### config.mk
export PLATFORM = sky130hd
export DESIGN_NAME = cpu_run_controller
export DESIGN_NICKNAME = d
export VERILOG_FILES = /design/src/rtl/cpu_run_controller.sv
export SDC_FILE = /design/constraint.sdc
export NUM_CORES = 1
export LEC_CHECK = 0
export CORE_UTILIZATION = 46
export DETAILED_ROUTE_END_ITERATION = 8
export MAX_ROUTING_LAYER = met4
export PLACE_DENSITY = 0.92
export RECOVER_POWER = 50
export SYNTH_ARGS = -nofsm -noshare
export SYNTH_HDL_FRONTEND = slang
export SYNTH_SLANG_ARGS = --single-unit
### constraint.sdc
create_clock -name clk_in -period 2.8 [get_ports clk_in]
set_input_delay 0.56 -clock clk_in [delete_from_list [all_inputs] [get_ports clk_in]]
set_output_delay 0.56 -clock clk_in [all_outputs]
set_load 0.1 [all_outputs]
### src/rtl/cpu_run_controller.sv
// rtl/cpu_run_controller.sv - run/halt/step/burst sequencer with PC breakpoint for the core step enable
module cpu_run_controller #(
    parameter int COUNT_WIDTH = 16
) (
    input  logic                   clk_in,
    input  logic                   rst_in,
    input  logic                   halt_in,
    input  logic                   step_in,
    input  logic                   burst_in,
    input  logic [COUNT_WIDTH-1:0] burst_len_in,
    input  logic                   bp_enable_in,
    input  logic [31:0]            bp_addr_in,
    input  logic [31:0]            pc_in,
    output logic                   cpu_step_out,
    output logic [1:0]             state_out,
    output logic [31:0]            steps_out,
    output logic                   bp_hit_out
);

    typedef enum logic [1:0] {
        S_RUN    = 2'd0,
        S_HALTED = 2'd1,
        S_STEP   = 2'd2,
        S_BURST  = 2'd3
    } state_t;

    state_t                 r_state;
    state_t                 w_state_nxt;
    logic [COUNT_WIDTH-1:0] r_cnt;
    logic [COUNT_WIDTH-1:0] w_cnt_nxt;
    logic                   r_skip;
    logic                   w_skip_nxt;
    logic [31:0]            r_steps;
    logic                   r_bp_hit;
    logic                   w_bp_hit_nxt;
    logic                   w_base;
    logic                   w_bp_match;
    logic                   w_step;

    always_ff @(posedge clk_in or posedge rst_in) begin
        if (rst_in) begin
            r_state  <= S_HALTED;
            r_cnt    <= '0;
            r_skip   <= 1'b0;
            r_steps  <= '0;
            r_bp_hit <= 1'b0;
        end else begin
            r_state  <= w_state_nxt;
            r_cnt    <= w_cnt_nxt;
            r_skip   <= w_skip_nxt;
            r_bp_hit <= w_bp_hit_nxt;
            if (w_step) begin
                r_steps <= r_steps + 32'd1;
            end
        end
    end

    always_comb begin
        w_base       = (r_state != S_HALTED);
        // Breakpoints are ignored in STEP so a single step can execute the breakpointed instruction
        w_bp_match   = bp_enable_in && (pc_in == bp_addr_in) &&
                       ((r_state == S_RUN) || (r_state == S_BURST)) && !r_skip;
        w_step       = w_base && !w_bp_match;
        w_state_nxt  = r_state;
        w_cnt_nxt    = r_cnt;
        w_bp_hit_nxt = 1'b0;
        w_skip_nxt   = w_step ? 1'b0 : r_skip;

        case (r_state)
            S_HALTED: begin
                if (!halt_in) begin
                    w_state_nxt = S_RUN;
                    w_skip_nxt  = 1'b1;
                end else if (step_in) begin
                    w_state_nxt = S_STEP;
                end else if (burst_in && (burst_len_in != '0)) begin
                    w_state_nxt = S_BURST;
                    w_cnt_nxt   = burst_len_in;
                    w_skip_nxt  = 1'b1;
                end
            end
            S_RUN: begin
                if (w_bp_match) begin
                    w_state_nxt  = S_HALTED;
                    w_bp_hit_nxt = 1'b1;
                end else if (halt_in) begin
                    w_state_nxt = S_HALTED;
                end
            end
            S_STEP: begin
                w_state_nxt = S_HALTED;
            end
            S_BURST: begin
                if (w_bp_match) begin
                    w_state_nxt  = S_HALTED;
                    w_bp_hit_nxt = 1'b1;
                    w_cnt_nxt    = '0;
                end else if (!halt_in) begin
                    w_state_nxt = S_RUN;
                    w_cnt_nxt   = '0;
                end else begin
                    w_cnt_nxt = r_cnt - COUNT_WIDTH'(1);
                    if (r_cnt == COUNT_WIDTH'(1)) begin
                        w_state_nxt = S_HALTED;
                    end
                end
            end
            default: begin
                w_state_nxt = S_HALTED;
            end
        endcase

        if (w_state_nxt == S_HALTED) begin
            w_skip_nxt = 1'b0;
        end
    end

    assign cpu_step_out = w_step;
    assign state_out    = r_state;
    assign steps_out    = r_steps;
    assign bp_hit_out   = r_bp_hit;

endmodule

---- Word-level counts from Yosys, hierarchy flattened ----
Cells that the tools add are included.
word-level totals
  flip-flop bits (word level) ............. 52
  output and inout port bits .............. 36
  logic and storage cells ................. 53
operators by class
  add/subtract/negate cells ............... 2
  eq/ne operators ......................... 10
  mux-type cells .......................... 23
  reductions and logical operators ........ 13
operator list
  operator                 count
  $mux W16                 5
  $add A32 B1 Y32 const B  1
  $eq A32 B32 Y1           1
  $pmux W16 S2             1
  $eq A16 B1 Y1 const B    1
  $mux W2                  8
  $reduce_bool A16 Y1      1
  $sub A16 B1 Y16 const B  1
  $mux W1                  8
  $pmux W2 S4              1
  $ne A2 B2 Y1 const B     3
  $logic_and A1 B1 Y1      5
  $eq A2 B1 Y1 const B     2
  $eq A2 B2 Y1 const B     2
  $reduce_and A4 Y1        1
  $logic_not A1 Y1         2
  $logic_not A2 Y1         1
  $ne A2 B1 Y1 const B     1
  $reduce_bool A2 Y1       1
  $reduce_or A2 Y1         1
  $logic_or A1 B1 Y1       1

---- Logic depth before layout (Yosys ltp) ----
  depth in word-level cells ............... 12
  depth in mapped cells ................... 9

---- Least setup slack after synthesis ----
No wires, ideal clock.
  kind .................................... register to output
  start ................................... register r_state[1] (netlist: state_out[1])
  end ..................................... output port cpu_step_out
  arrival ................................. 2.884 ns
  required time ........................... 2.240 ns
  setup slack ............................. -0.644 ns
  cell stages (with the launch flop) ...... 9
  cell sequence ........................... dfrtp_1 inv_1 ha_1 nor3b_1 and2_1 nand4_1 o31ai_1 buf_2 inv_1
on the way
  cells in the longest elaborated chain, start to end .. 6
  elaborated cells on any way between the ends .. 8
  classes of those cells .................. eq/ne (2); reduce/logical (6)
ends and longest elaborated chain
  item                                                     line  RTL
  from (decl)                                              27    state_t r_state;
  from (signal assigned)                                   48    r_state <= w_state_nxt;
  $eq A2 B2 Y1 / $logic_not A2 Y1 (equally long branches)  62    ((r_state == S_RUN) || (r_state == S_BURST)) && !r_skip;
  $logic_or A1 B1 Y1                                       62
  $logic_and A1 B1 Y1                                      61    w_bp_match = bp_enable_in && (pc_in == bp_addr_in) &&
  $logic_and A1 B1 Y1                                      62
  $logic_not A1 Y1                                         63    w_step = w_base && !w_bp_match;
  $logic_and A1 B1 Y1 (*)                                  63
  to (decl)                                                14    output logic cpu_step_out,
Every way passes the cells marked *; elsewhere a longest branch is shown, timed or not.

---- Worst setup path after layout ----
  start ................................... input port bp_addr_in[19]
  end ..................................... output port cpu_step_out
on the way
  cells in the longest elaborated chain, start to end .. 6
ends and longest elaborated chain
  item                              line  RTL
  from (decl)                       12    input logic [31:0] bp_addr_in,
  $eq A32 B32 Y1                    61
  $logic_and A1 B1 Y1 (2 in a row)  61
  $logic_and A1 B1 Y1               62
  $logic_not A1 Y1                  63
  $logic_and A1 B1 Y1               63
Every way passes these cells.

==> results.py <==
metrics = {
    "outcome": {
        "status": "finished with violations",
        "failed_checks": "setup timing",
    },
    "place": {
        "gp_congestion": 0.897,
        "place_ws_ps": -282,
        "io_buffers": 121,
        "hpwl_mm": 8.39,
        "placed_cells": 628,
    },
    "power": {
        "p_total_mw": 3.80,
        "peakVddDrop_mv": 0.463,
        "p_per_area_nw_per_um2": 703,
        "leakage_nw": 2.34,
    },
    "worst_setup_path": {
        "reg2reg_slack_ps": -40,
        "crit_type": "primary input to output port",
        "critPathCaptureType": "output port",
        "max_stage_delay_ps": 430,
        "crit-reg2reg-capture": "r_cnt[13]",
        "worstPathRequired_ps": 2240,
        "worstPathCellList": "clkdlybuf4s50_1 > xor2_1 > nor4_1 > buf_4 > nand4_1 > o31ai_2 > buf_4 > clkinvlp_4 > buf_12",
        "cp-start-kind": "primary input",
        "r2r_cells": 11,
        "cp_common_cell": "buf_4",
        "crit_fanout": 2,
        "critPathArrivalTime_ps": 2430,
        "r2r-start": "state_out[0]",
        "endpoint": "cpu_step_out",
        "slowest_stage": "clkdlybuf4s50_1",
        "crit_path_start": "bp_addr_in[19]",
    },
    "logic_synthesis": {
        "synth_top_area_share_pct": 36.6,
        "ys_warn_count": 0,
        "yosysTopAreaCell": "dfrtp_1",
        "ys_types": 59,
        "synth_nets": 466,
        "syn_area_sq_um": 3490,
        "ys_top_cells_by_area": "dfrtp_1 (37%), xor2_1 (13%), nor4_1 (6.1%)",
        "syn_avg_cell_area_sq_um": 9.35,
        "netlist_instances": 373,
        "synth-main-ff-cell": "dfrtp_1",
        "synth-seq-area-share_pct": 37.3,
        "ys_async_sr_fraction_pct": 100,
        "synth_edf_count": 0,
        "ys_ff_latch": 52,
    },
    "timing": {
        "post-route-period-util_pct": 107,
        "max_slew_margin_pct": 17.1,
        "fin_crit_ps": 2990,
        "max_freq_mhz": 335,
        "finalSetupTns_ps": -289,
        "worst_slew_pin_slew_ps": 1250,
        "rsz0062_at_grt": "true",
        "drv_slew": 0,
        "clock_skew_ps": 16.1,
        "finalSetupViolations": 3,
        "hold_viol": 0,
        "worst_slack_ps": -188,
    },
    "layout": {
        "drive_gt1_share_pct": 25.2,
        "stdcell_count": 661,
        "fillerInstances": 519,
        "nets": 651,
        "syn_to_final_growth_pct": 54.9,
    },
    "global_route": {
        "grt_max_degree": 29,
        "antenna_found_initial": 3,
        "grt_util_all_layers_pct": 31.3,
        "grt_pass1_vias": 3976,
        "grt_pass1_wl_mm": 18.5,
        "overflow": 0,
    },
    "clocking": {
        "cts.clk_slew.worst_paths_ps": 90,
        "worst_skew_pair.late_latency_ps": 320,
        "root_buffer": "clkbuf_8",
        "cts_buffers": 5,
        "numClockSinks": 52,
        "cts_max_path_buffers": 2,
        "hold_buffers": 0,
        "htree_levels": 2,
        "cts_tree": "yes",
    },
    "die": {
        "die_y_um": 89.1,
        "die_w_um": 89.1,
        "dieArea_sq_um": 7940,
        "start_util_pct": 47.8,
        "core_area_sq_um": 7290,
        "ios": 122,
        "rows": 31,
    },
    "worst_hold_path": {
        "hp-class": "flip-flop to flip-flop",
    },
    "route": {
        "drt-total-wl_mm": 12.6,
        "drt_iter0_drc": 327,
        "drc": 0,
        "ant_nets": 0,
        "wire_per_inst_um": 19.0,
        "via_per_inst": 5.91,
        "vias": 3908,
        "first_pass_iters": 5,
    },
    "run": {
        "drv_cap": 0,
    },
}
==> layout make-up <==
| type | instances | area [sq um] | share of cell area, % |
|---|---|---|---|
| clock buffer | 5 | 68.8 | 1.27 |
| inverter | 15 | 62.6 | 1.16 |
| tap | 99 | 124 | 2.29 |
| antenna | 3 | 7.51 | 0.139 |
| sequential | 52 | 1310 | 24.2 |
| timing repair buffer | 187 | 1580 | 29.2 |
| clock inverter | 3 | 25.0 | 0.463 |
| multi-input combinational | 297 | 2230 | 41.3 |
==> worst min-delay path by stage <==
stage                       start             to  slack, ps  cells past startpoint
floorplan                r_cnt[5]       r_cnt[5]        520                      1
global placement    steps_out[31]  steps_out[31]        460                      1
detailed placement  steps_out[31]  steps_out[31]        460                      1
CTS                 steps_out[31]  steps_out[31]        490                      1
global route        steps_out[31]  steps_out[31]        510                      1
finish              steps_out[31]  steps_out[31]        480                      1
==> flip-flops by register name (all words and copies together) (netlist names) <==
register and flops:
r_skip 1, bp_hit_out 1, state_out 2, r_cnt 16
steps_out 32
==> Yosys cell counts, types with 9 or more instances <==
cell type,number
xnor2_1,10
a21oi_1,9
dfrtp_1,51
nor4_1,34
nor2_1,20
xor2_1,53
inv_1,15
nor3_1,19
o21ai_0,13
nand2_1,19
nand3_1,16
mux2_2,9
==> critical path, delay by kind of cell <==
kind                      cells  cell delay, ps
xor gates and xnor gates      1             200
and+or+nand+nor               2             390
buffers and inverters         5            1080
AOI/OAI and AO/OA             1             210
==> repair_timing <==
action | 4_1_cts | 5_1_grt
buffers inserted | 18 | 4
gates cloned | 0 | 1
resized for setup | 28 | 24
pin swaps | 20 | 7
endpoints found under the setup margin | 1 | 13
==> layout by cell type (no fill, tap or decap), types with 10 or more instances in the layout <==
cell type	instances
nor4_1	29
o21ai_0	13
nand2_1	19
nand3_1	16
dlymetal6s2s_1	11
nor3_1	19
xnor2_1	10
clkdlybuf4s50_1	52
buf_4	80
dlygate4sd2_1	21
clkbuf_1	18
xor2_1	44
dfrtp_1	50
inv_1	12
nor2_1	20
==> per-layer routing <==
metal	up-vias	wire length [um]	track usage, %
met5	-	0	-
met1	1864	4770	36.3
li1	1758	-	-
met4	0	554	13.4
met3	51	776	4.43
met2	235	6450	54.3
==> power by group <==
part	internal (mW)	switching, mW
clock network	0.183	0.287
logic	0.806	1.33
registers	0.931	0.257
total	1.92	1.88
==> through the flow <==
step	area (sq um)	hold WS, ps	utilization [%]
6_report	5400	482	74.1
5_1_grt	5400	507	74.1
3_5_place_dp	5080	464	69.7
3_3_place_gp	5080	462	69.7
2_1_floorplan	3520	520	-
4_1_cts	5330	488	73.1
==> cell families after synthesis <==
| group | Yosys count | share of synthesized area, % |
|---|---|---|
| and+or+nand+nor | 156 | 26.0 |
| xor gates and xnor gates | 63 | 15.8 |
| AOI/OAI and AO/OA | 62 | 12.6 |
| DFF | 52 | 37.3 |
| buffers and inverters | 24 | 2.83 |
| muxes | 9 | 2.91 |
| adders and majority gates | 7 | 2.51 |
Power figures use the tool's default switching activity.
